**src/rtl/prog_clock_divider.sv**
```systemverilog
`default_nettype none
// ============================================================================
//  Module      : prog_clock_divider
//  Description : Runtime-programmable clock divider. Produces a registered
//                divided waveform (low phase first, then high phase) and a
//                one-cycle tick on each rising edge of that waveform. New
//                period/high settings arrive over a valid/ready port, wait in
//                a one-entry pending slot and are applied only at a period
//                boundary or while the divider is stopped.
//                Optional macro CLKDIV_CFG_CHECK_EN enables range checking of
//                requests (P >= 2, H >= 1, H < P) with a cfg_err pulse on
//                rejection; without it every handshaken request is captured.
//  Revision    : 1.0 - initial release
// ============================================================================
module prog_clock_divider #(
    parameter int unsigned WIDTH          = 32,
    parameter int unsigned DEFAULT_PERIOD = 10000000,
    parameter int unsigned DEFAULT_HIGH   = 5000000
) (
    input  logic             clk,
    input  logic             rst,
    input  logic             en,
    input  logic             cfg_valid,
    input  logic [WIDTH-1:0] cfg_period,
    input  logic [WIDTH-1:0] cfg_high,
    output logic             cfg_ready,
    output logic             cfg_err,
    output logic             clk_out,
    output logic             tick
);

    localparam logic [WIDTH-1:0] c_one        = WIDTH'(1);
    localparam logic [WIDTH-1:0] c_def_period = WIDTH'(DEFAULT_PERIOD);
    localparam logic [WIDTH-1:0] c_def_high   = WIDTH'(DEFAULT_HIGH);

    logic [WIDTH-1:0] r_cnt;
    logic [WIDTH-1:0] r_period;
    logic [WIDTH-1:0] r_high;
    logic [WIDTH-1:0] r_pend_period;
    logic [WIDTH-1:0] r_pend_high;
    logic             r_pend_v;
    logic             r_clk_out;
    logic             r_tick;

    logic [WIDTH-1:0] w_cnt_inc;
    logic [WIDTH-1:0] w_low_len;
    logic             w_wrap;
    logic             w_next_hi;
    logic             w_hs;
    logic             w_accept;
    logic             w_consume;

    assign w_cnt_inc = r_cnt + c_one;
    assign w_low_len = r_period - r_high;
    assign w_wrap    = (r_cnt == (r_period - c_one));
    assign w_next_hi = (w_cnt_inc >= w_low_len);

    // A handshake needs an empty pending slot.
    assign w_hs      = cfg_valid & ~r_pend_v;

    // The pending slot is drained at every wrap and in every stopped cycle.
    assign w_consume = r_pend_v & (~en | w_wrap);

`ifdef CLKDIV_CFG_CHECK_EN
    logic w_cfg_ok;
    logic r_cfg_err;

    assign w_cfg_ok = (cfg_period >= WIDTH'(2)) && (cfg_high != '0) && (cfg_high < cfg_period);
    assign w_accept = w_hs & w_cfg_ok;

    // One-cycle error pulse for each handshaken request that fails the range check.
    always_ff @(posedge clk) begin
        if (!rst) begin
            r_cfg_err <= 1'b0;
        end else begin
            r_cfg_err <= w_hs & ~w_cfg_ok;
        end
    end

    assign cfg_err = r_cfg_err;
`else
    assign w_accept = w_hs;
    assign cfg_err  = 1'b0;
`endif

    // Period counter and registered waveform/tick generation.
    always_ff @(posedge clk) begin
        if (!rst) begin
            r_cnt     <= '0;
            r_clk_out <= 1'b0;
            r_tick    <= 1'b0;
        end else if (!en || w_wrap) begin
            r_cnt     <= '0;
            r_clk_out <= 1'b0;
            r_tick    <= 1'b0;
        end else begin
            r_cnt     <= w_cnt_inc;
            r_clk_out <= w_next_hi;
            r_tick    <= w_next_hi & ~r_clk_out;
        end
    end

    // Active settings and pending slot. Consumption and capture are mutually
    // exclusive because a handshake is only possible with the slot empty, so a
    // request captured on a wrap cycle waits for the following boundary.
    always_ff @(posedge clk) begin
        if (!rst) begin
            r_period      <= c_def_period;
            r_high        <= c_def_high;
            r_pend_period <= '0;
            r_pend_high   <= '0;
            r_pend_v      <= 1'b0;
        end else if (w_consume) begin
            r_period <= r_pend_period;
            r_high   <= r_pend_high;
            r_pend_v <= 1'b0;
        end else if (w_accept) begin
            r_pend_period <= cfg_period;
            r_pend_high   <= cfg_high;
            r_pend_v      <= 1'b1;
        end
    end

    assign cfg_ready = ~r_pend_v;
    assign clk_out   = r_clk_out;
    assign tick      = r_tick;

endmodule
`default_nettype wire

```
**config.mk**
```make
export PLATFORM = sky130hd
export DESIGN_NAME = prog_clock_divider
export DESIGN_NICKNAME = d
export VERILOG_FILES = /design/src/rtl/prog_clock_divider.sv
export SDC_FILE = /design/constraint.sdc
export NUM_CORES = 1
export LEC_CHECK = 0
export CAP_MARGIN = 20
export CORE_MARGIN = 2
export CORE_UTILIZATION = 50
export CTS_BUF_LIST = sky130_fd_sc_hd__clkbuf_16
export DETAILED_ROUTE_END_ITERATION = 8
export PLACE_DENSITY = 0.69
export SLEW_MARGIN = 20
export SYNTH_ARGS = -nofsm -noshare
export SYNTH_HDL_FRONTEND = slang
export SYNTH_SLANG_ARGS = --single-unit
```
**constraint.sdc**
```tcl
create_clock -name clk -period 3.6 [get_ports clk]
set_input_delay 1.08 -clock clk [delete_from_list [all_inputs] [get_ports clk]]
set_output_delay 1.08 -clock clk [all_outputs]
set_load 0.05 [all_outputs]
```
### Word level (Yosys, flattened, before mapping)

Cells that the tools add are included.
W data, S select, Z words.

* add/sub/neg operators: 3
* magnitude comparators: 1
* equal/unequal tests: 1
* bitwise gates (word level): 9
* reductions and logical operators: 5

Operator list (count)
* $add A32 B1 Y32 const B: 1
* $eq A32 B32 Y1: 1
* $ge A32 B32 Y1: 1
* $sub A32 B1 Y32 const B: 1
* $sub A32 B32 Y32: 1
* $not A1 Y1: 5
* $reduce_or A2 Y1: 2
* $and A1 B1 Y1: 3
* $reduce_and A2 Y1: 1
* $logic_not A1 Y1: 1
* $logic_or A1 B1 Y1: 1
* $or A1 B1 Y1: 1

* register bits after elaboration: 163
* bits of input ports: 68

### Depth between registers and ports, before layout

Gate-level depths: netlist of the first run.

* depth after elaboration: 6
* depth in mapped cells: 21

### Least setup slack after synthesis of the first run

Ideal clock, no wire load.

* path type: register to register
* start: reg r_period[0]
* end: reg r_tick (netlist: tick)
* arrival time: 3.820 ns
* slack: -0.364 ns
* cell stages (with the launch flop): 20
* path buffers: 0
* path through: dfxtp_1 -> inv_1 -> ha_1 -> inv_1 -> fa_1 -> a21o_1 -> a21oi_1 -> o21ai_0 -> a211oi_1 -> a211oi_1 -> o21a_1 -> o21ai_0 -> mux2_2 -> a2111oi_0 -> ha_1 -> a21o_1 -> a21oi_1 -> o21ai_0 -> a21oi_1 -> nor4_1

* cells in the longest elaborated chain, start to end: 4

Ends and longest elaborated chain
* start: declaration: RTL line 37 `logic [WIDTH-1:0] r_period;`
* start signal: assignment: RTL line 108 `r_period <= c_def_period;`
* start signal: assignment: RTL line 114 `r_period <= r_pend_period;`
* parallel branches: the longest is 4 deep, another holds $sub A32 B32 Y32
* end signal: assignment: RTL line 99 `r_tick <= w_next_hi & ~r_clk_out;`
* end: declaration: RTL line 43 `logic r_tick;`

Several ways; the timed one is not identified.
A chain may end at the register's enable or synchronous reset.

### Final worst setup path of the first run

* start: reg r_period[0]
* end: reg r_clk_out (netlist: clk_out)

* cells in the longest elaborated chain, start to end: 4

Ends and longest elaborated chain
* parallel branches: the longest is 4 deep, another holds $sub A32 B32 Y32
* end signal: assignment: RTL line 98 `r_clk_out <= w_next_hi;`
* end: declaration: RTL line 42 `logic r_clk_out;`

Several ways; the timed one is not identified.

==> results of run 1 <==
worst max-delay path, stage by stage, from the launching register on:
cell	delay [ps]
dfxtp_4	350
inv_4	60
ha_4	120
inv_2	30
fa_2	330
a21o_1	170
a21oi_2	170
o21ai_2	80
a211oi_2	300
buf_4	190
a211oi_4	60
or2_4	240
a41o_1	190
o41a_1	330
xnor2_1	150
ha_2	180
a21o_1	150
a21o_1	190
a21oi_2	130
o21ai_2	70
a21oi_2	130
nor3_1	60
cells in the mapped netlist, types with 3 or more instances:
master,instances,share of area [%]
nand2_1,224,8.8
dfxtp_1,163,34
nand3_1,71,3.7
a21boi_0,67,5.3
o21ai_0,66,3.5
ha_1,65,8.5
xnor2_1,62,5.7
clkbuf_1,47,1.8
inv_1,46,1.8
nor2_1,45,1.8
xor2_1,37,3.4
a21oi_1,35,1.8
nor3b_1,32,2.5
a21o_1,27,2.1
nor3_1,20,1.0
nand4_1,15,0.98
and3_1,13,0.85
nor4_1,11,0.72
a211oi_1,9,0.71
o211ai_1,9,0.71
mux2i_1,8,0.84
nor2b_1,8,0.52
or3_1,8,0.52
and2_1,7,0.46
buf_4,7,0.55
nand2b_1,7,0.46
o21a_1,7,0.55
o21ai_1,7,0.37
o21bai_1,4,0.31
o31ai_1,4,0.31
or4_1,4,0.31
a311o_1,3,0.31
a31oi_1,3,0.20
buf_1,3,0.12
nand3b_1,3,0.24
where the power goes:
| group | internal [mW] | total, mW | switching, mW |
|---|---|---|---|
| Clock | 0.931 | 1.80 | 0.869 |
| Combinational | 0.359 | 0.733 | 0.374 |
| Sequential | 1.87 | 1.91 | 0.0417 |
worst paths after layout:
check               from          to  slack [ps]  depth (start not counted)
max          r_period[0]     clk_out        -220                         21
min           r_high[15]  r_high[15]         450                          2
max reg2reg  r_period[0]     clk_out        -220                         21
min reg2reg   r_high[15]  r_high[15]         450                          2
cells by family (layout without fill, tap and decap cells):
logic type      after synthesis  in the layout  share of synthesized area (%)
mux                           9              9                          0.955
other cells                   1              1                         0.0392
xor+xnor                     99             99                           9.07
simple gates                481            481                           24.1
flops                       163            163                           34.1
buf+inv                     107            279                           4.66
fa+ha+maj                    66             66                           8.71
compound gates              262            262                           18.3
layout make-up:
class                           instances  share of cell area [%]
Clock buffer                           17                    3.42
Multi-Input combinational cell        918                    50.1
Timing Repair Buffer                  201                    15.1
Clock inverter                         15                    1.30
Tap cell                              234                    2.35
Inverter                               46                    1.41
Sequential cell                       163                    26.3
placed cells by master (no fill, tap or decap), types with 8 or more instances in the layout:
cell type        synthesis  routed
ha_4                     0       8
dfxtp_2                  0       8
or3_1                    8       8
o21ai_1                  7      12
clkdlybuf4s50_1          0      69
buf_4                    7     114
o211ai_1                 9       9
and3_1                  13      13
dfxtp_1                163     154
a21oi_1                 35      25
nand3_1                 71      71
nand2_1                224     223
nor2_1                  45      45
xor2_1                  37      37
xnor2_1                 62      62
a21oi_2                  0      10
o21ai_0                 66      58
nand4_1                 15      15
mux2i_1                  8       8
ha_1                    65      56
nor3_1                  20      18
a21o_1                  27      27
inv_1                   46      41
nor3b_1                 32      32
clkbuf_16                0      22
a21boi_0                67      67
metal layers:
| layer | wire, microns | vias to the layer above |
|---|---|---|
| met4 | 311 | 0 |
| met5 | 0 | - |
| met1 | 13600 | 4086 |
| li1 | - | 4448 |
| met3 | 1190 | 26 |
| met2 | 10700 | 219 |
repair_timing:
item / CTS / global route
gates resized for setup: 21 / 40
setup endpoints to repair: 44 / 66
setup buffers: 7 / 6
gates cloned: 0 / 8
pin swaps: 37 / 20
hold buffers: 0 / 0
sequential cells by signal, indices dropped and copies added, names as in the netlist:
| register | flops |
|---|---|
| r_cnt | 32 |
| r_pend_high | 32 |
| r_period | 32 |
| tick | 1 |
| r_pend_v | 1 |
| clk_out | 1 |
| r_pend_period | 32 |
| r_high | 32 |
through the flow:
step | power, mW | hold WS (ps)
after floorplan | 2.35 | 428
after global placement | 2.60 | 437
after detailed placement | 2.61 | 441
after CTS | 4.43 | 450
after global routing | 4.64 | 475
final | 4.44 | 452
==> qor.csv, run 1 <==
metric,value,unit
number of antenna violations at the first check in global routing,0,
commonest register cell after synthesis,dfxtp_1,
DRC viols,0,
Inserted Diodes,0,
total of buffers placed on input and output ports,70,
Crit. End Element,register,
most heavily used metal layer in global routing,met1,
area of the multi-input gates,0.00623,sq mm
failing checks,negative setup slack,
area of the mapped netlist,0.00956,sq mm
minimum clock period after layout,3820,ps
TritonCTS buffer count,17,
final core occ,66.3,%
fraction of registers with async set/reset,0,%
Final Routed Wirelength,25800,microns
final layout net count,1481,
Congestion Overflow GR,0,
clock slew at the register clock pins of the worst setup and hold paths,70,ps
wire length per cell,16.2,microns
largest net degree at the start of global routing,65,
yosys warns,0,
hold violation total from the final report,0,
classification of the worst-slack hold path,register to register,
First DRT Iteration DRCs,503,
die area,0.0203,sq mm
Lkg Pwr,5.07,nW
area taken by flip-flops and latches,0.00328,sq mm
layout cells sized above 1,17.2,%
Worst EP required,3900,ps
Final ANT Viol Nets,0,
met1 GRT Util,40.4,%
count of boundary I/O pins,72,
startpoint type of the worst setup path,register,
placement-stage cell area,0.0113,sq mm
Pre-Repair DR Iteration Count,5,
first-pass GRT wire length,41600,microns
part of the Yosys area used for sequential elements,34.1,%
register bit total from synthesis,163,
Die H,142,microns
fin crit share,106,%
met2 capacity usage during global routing,37.0,%
worst slew margin relative to its limit,43.6,%
maximum buffer depth of the clock tree,2,
number of filler instances in the final layout,1591,
Gate Count Post-Synth,1188,
setup TNS,-432,ps
Core ar.,0.0188,sq mm
RSZ-0062 raised after global routing,yes,
gr usage total,25.8,%
number of synthesized flops with an enable pin,0,
routing usage on met3,3.73,%
Clock Latency Late Sink,440,ps
crit path DAT,4130,ps
count of different cell masters after synthesis,65,
clk sinks,163,
vias after detailed routing,8779,
Routability Congestion,0.883,
setup slack of the critical path after layout,-223,ps
width of the die,142,microns
net count of the mapped netlist,1322,
pwr/cell area,357,mW/mm^2
Worst-Margin Slew,839,ps
Row Count,50,
placed wire-length estimate,18400,microns
setup-violating endpoint count in the final report,2,
# H-tree levels,4,
number of global-route vias before repair,8207,
P&R area growth vs syn,30.2,%
startpoint-to-endpoint class of the critical path,register to register,
worst-path maximum fanout,2,
Setup Slack @ Placement,-367,ps
worst clock skew,13.5,ps
highest ir drop seen on vdd,0.310,mV
initial standard-cell utilization of the core,51.0,%
average size of a mapped cell,8.05,sq um
max-slew violation count,0,
status,finished with violations,
clock tree from TritonCTS,done,
clock tree root buffer cell,clkbuf_16,
per-cell via count in the routed design,5.51,
Layout Cell Area excl Fill,0.0124,sq mm
final non-filler cell total,1594,
"number of placed instances, taps included",1542,
number of maximum-capacitance violations,0,
FMAX,262,MHz
No activity file was read; power rests on OpenSTA's default activity.
==> run 2, diff against run 1 <==
--- a/config.mk
+++ b/config.mk
@@ -7,10 +7,10 @@
 export LEC_CHECK = 0
 export CAP_MARGIN = 20
 export CORE_MARGIN = 2
-export CORE_UTILIZATION = 50
+export CORE_UTILIZATION = 45
 export CTS_BUF_LIST = sky130_fd_sc_hd__clkbuf_16
 export DETAILED_ROUTE_END_ITERATION = 8
-export PLACE_DENSITY = 0.69
+export PLACE_DENSITY = 0.62
 export SLEW_MARGIN = 20
 export SYNTH_ARGS = -nofsm -noshare
 export SYNTH_HDL_FRONTEND = slang
==> qor.csv, run 2 (synthesized netlist as in run 1, its figures left out) <==
metric,value,unit
setup slack of the critical path after layout,-214,ps
number of filler instances in the final layout,1967,
final layout net count,1468,
hold-critical path depth,2,
layout cells sized above 1,15.6,%
placed wire-length estimate,18700,microns
Final ANT Viol Nets,0,
Routability Congestion,0.886,
classification of the worst-slack hold path,register to register,
setup-violating endpoint count in the final report,2,
clock tree from TritonCTS,done,
crit path DAT,4150,ps
number of antenna violations at the first check in global routing,0,
worst clock skew,15.8,ps
count of boundary I/O pins,72,
Worst EP required,3930,ps
startpoint of the tightest hold check path,r_high[16],
die area,0.0224,sq mm
Core ar.,0.0210,sq mm
first-pass GRT wire length,40800,microns
Final Routed Wirelength,25400,microns
register-to-register setup slack,-210,ps
clk sinks,163,
Die H,150,microns
TritonCTS buffer count,17,
total of buffers placed on input and output ports,70,
width of the die,150,microns
"commonest cells after routing, fill and taps aside","222 x nand2_1, 154 x dfxtp_1, 107 x buf_4",
minimum clock period after layout,3810,ps
clock slew at the register clock pins of the worst setup and hold paths,70,ps
DRC viols,0,
clock tree root buffer cell,clkbuf_16,
Pre-Repair DR Iteration Count,5,
maximum buffer depth of the clock tree,2,
initial standard-cell utilization of the core,45.6,%
max-slew violation count,0,
largest net degree at the start of global routing,79,
Row Count,53,
per-cell via count in the routed design,5.27,
hold_buf cts,0,
routing usage on met3,3.20,%
setup TNS,-413,ps
number of cells traversed by the worst register-to-register path,17,
failing checks,negative setup slack,
gr usage total,23.0,%
P&R area growth vs syn,28.3,%
Inserted Diodes,0,
Layout Cell Area excl Fill,0.0123,sq mm
worst reg2reg path endpoint,tick,
worst-case hold path end point,r_high[16],
First DRT Iteration DRCs,588,
number of maximum-capacitance violations,0,
vias after detailed routing,8549,
status,finished with violations,
number of global-route vias before repair,7879,
startpoint-to-endpoint class of the critical path,register to register,
pwr/cell area,361,mW/mm^2
met1 GRT Util,37.2,%
worst slew margin relative to its limit,54.4,%
final core occ,58.6,%
startpoint type of the worst setup path,register,
wire length per cell,15.7,microns
Crit. End Element,register,
fin crit share,106,%
hold violation total from the final report,0,
Setup Slack @ Placement,-337,ps
most heavily used metal layer in global routing,met1,
Worst-Margin Slew,679,ps
highest ir drop seen on vdd,0.315,mV
FMAX,262,MHz
reg2reg start,r_high[9],
# H-tree levels,4,
worst-path maximum fanout,2,
Clock Latency Late Sink,430,ps
placement-stage cell area,0.0114,sq mm
met2 capacity usage during global routing,31.3,%
"leading cell type in the layout, fill and taps excluded",nand2_1,
Congestion Overflow GR,0,
Lkg Pwr,4.97,nW
RSZ-0062 raised after global routing,yes,
run 2: changes by cell type in the layout (fill, tap and decap cells not counted), sizes merged:
cell,before,now
clkbuf,22,19
inv,54,53
clkinvlp,0,1
buf,127,117
run 2: timing repair:
item                                    4_1_cts  5_1_grt
pin swaps                                    30        8
endpoints found under the setup margin       34       58
buffers inserted                              5        5
gates resized for setup                      17       18
cloned                                        0        2
run 2: metrics by stage:
stage,hold slack (ps),power [mW],cells
global route,461,4.62,1622
global placement,437,2.59,1579
floorplan,428,2.35,1188
CTS,453,4.44,1615
finish,450,4.43,1622
detailed placement,442,2.60,1579
run 2: worst max-delay path by stage:
stage | startpoint | endpoint | slack [ps] | cells past startpoint
3_3_place_gp | r_high[6] | tick | -270 | 21
2_1_floorplan | r_period[0] | tick | -40 | 20
3_5_place_dp | r_high[1] | tick | -340 | 21
6_report | r_high[9] | tick | -210 | 17
4_1_cts | r_high[1] | tick | -180 | 20
5_1_grt | r_high[9] | tick | -390 | 20
run 2: per-layer routing:
layer	part of all wire, %	vias to the layer above
met1	55	3905
met5	0	-
met3	4.2	17
met4	1.2	0
li1	-	4443
met2	40	184
run 2: area by class of cell:
type / instances / area, sq um / area share, %
Timing Repair Buffer: 188 / 1740 / 14.2
Inverter: 46 / 175 / 1.43
Clock inverter: 15 / 165 / 1.35
Tap cell: 275 / 344 / 2.80
Multi-Input combinational cell: 918 / 6140 / 50.0
Clock buffer: 17 / 425 / 3.47
Sequential cell: 163 / 3280 / 26.7
run 2: where the power goes:
group          internal, mW  switching (mW)  total (mW)
logic                 0.340           0.358       0.698
registers              1.86          0.0399        1.90
clock network         0.930           0.892        1.82
total                  3.13            1.29        4.43
run 2: worst max-delay path, stage by stage (launching register included):
cell	delay [ps]
dfxtp_1	300
inv_1	110
ha_4	220
and3_1	210
a221oi_2	270
nor2b_1	80
a311o_1	350
buf_4	150
nand4_1	150
nand3b_1	140
a21o_1	220
a21oi_2	160
xor2_1	80
ha_1	310
nand4_1	120
o41ai_2	470
a21oi_2	110
nor4_1	250
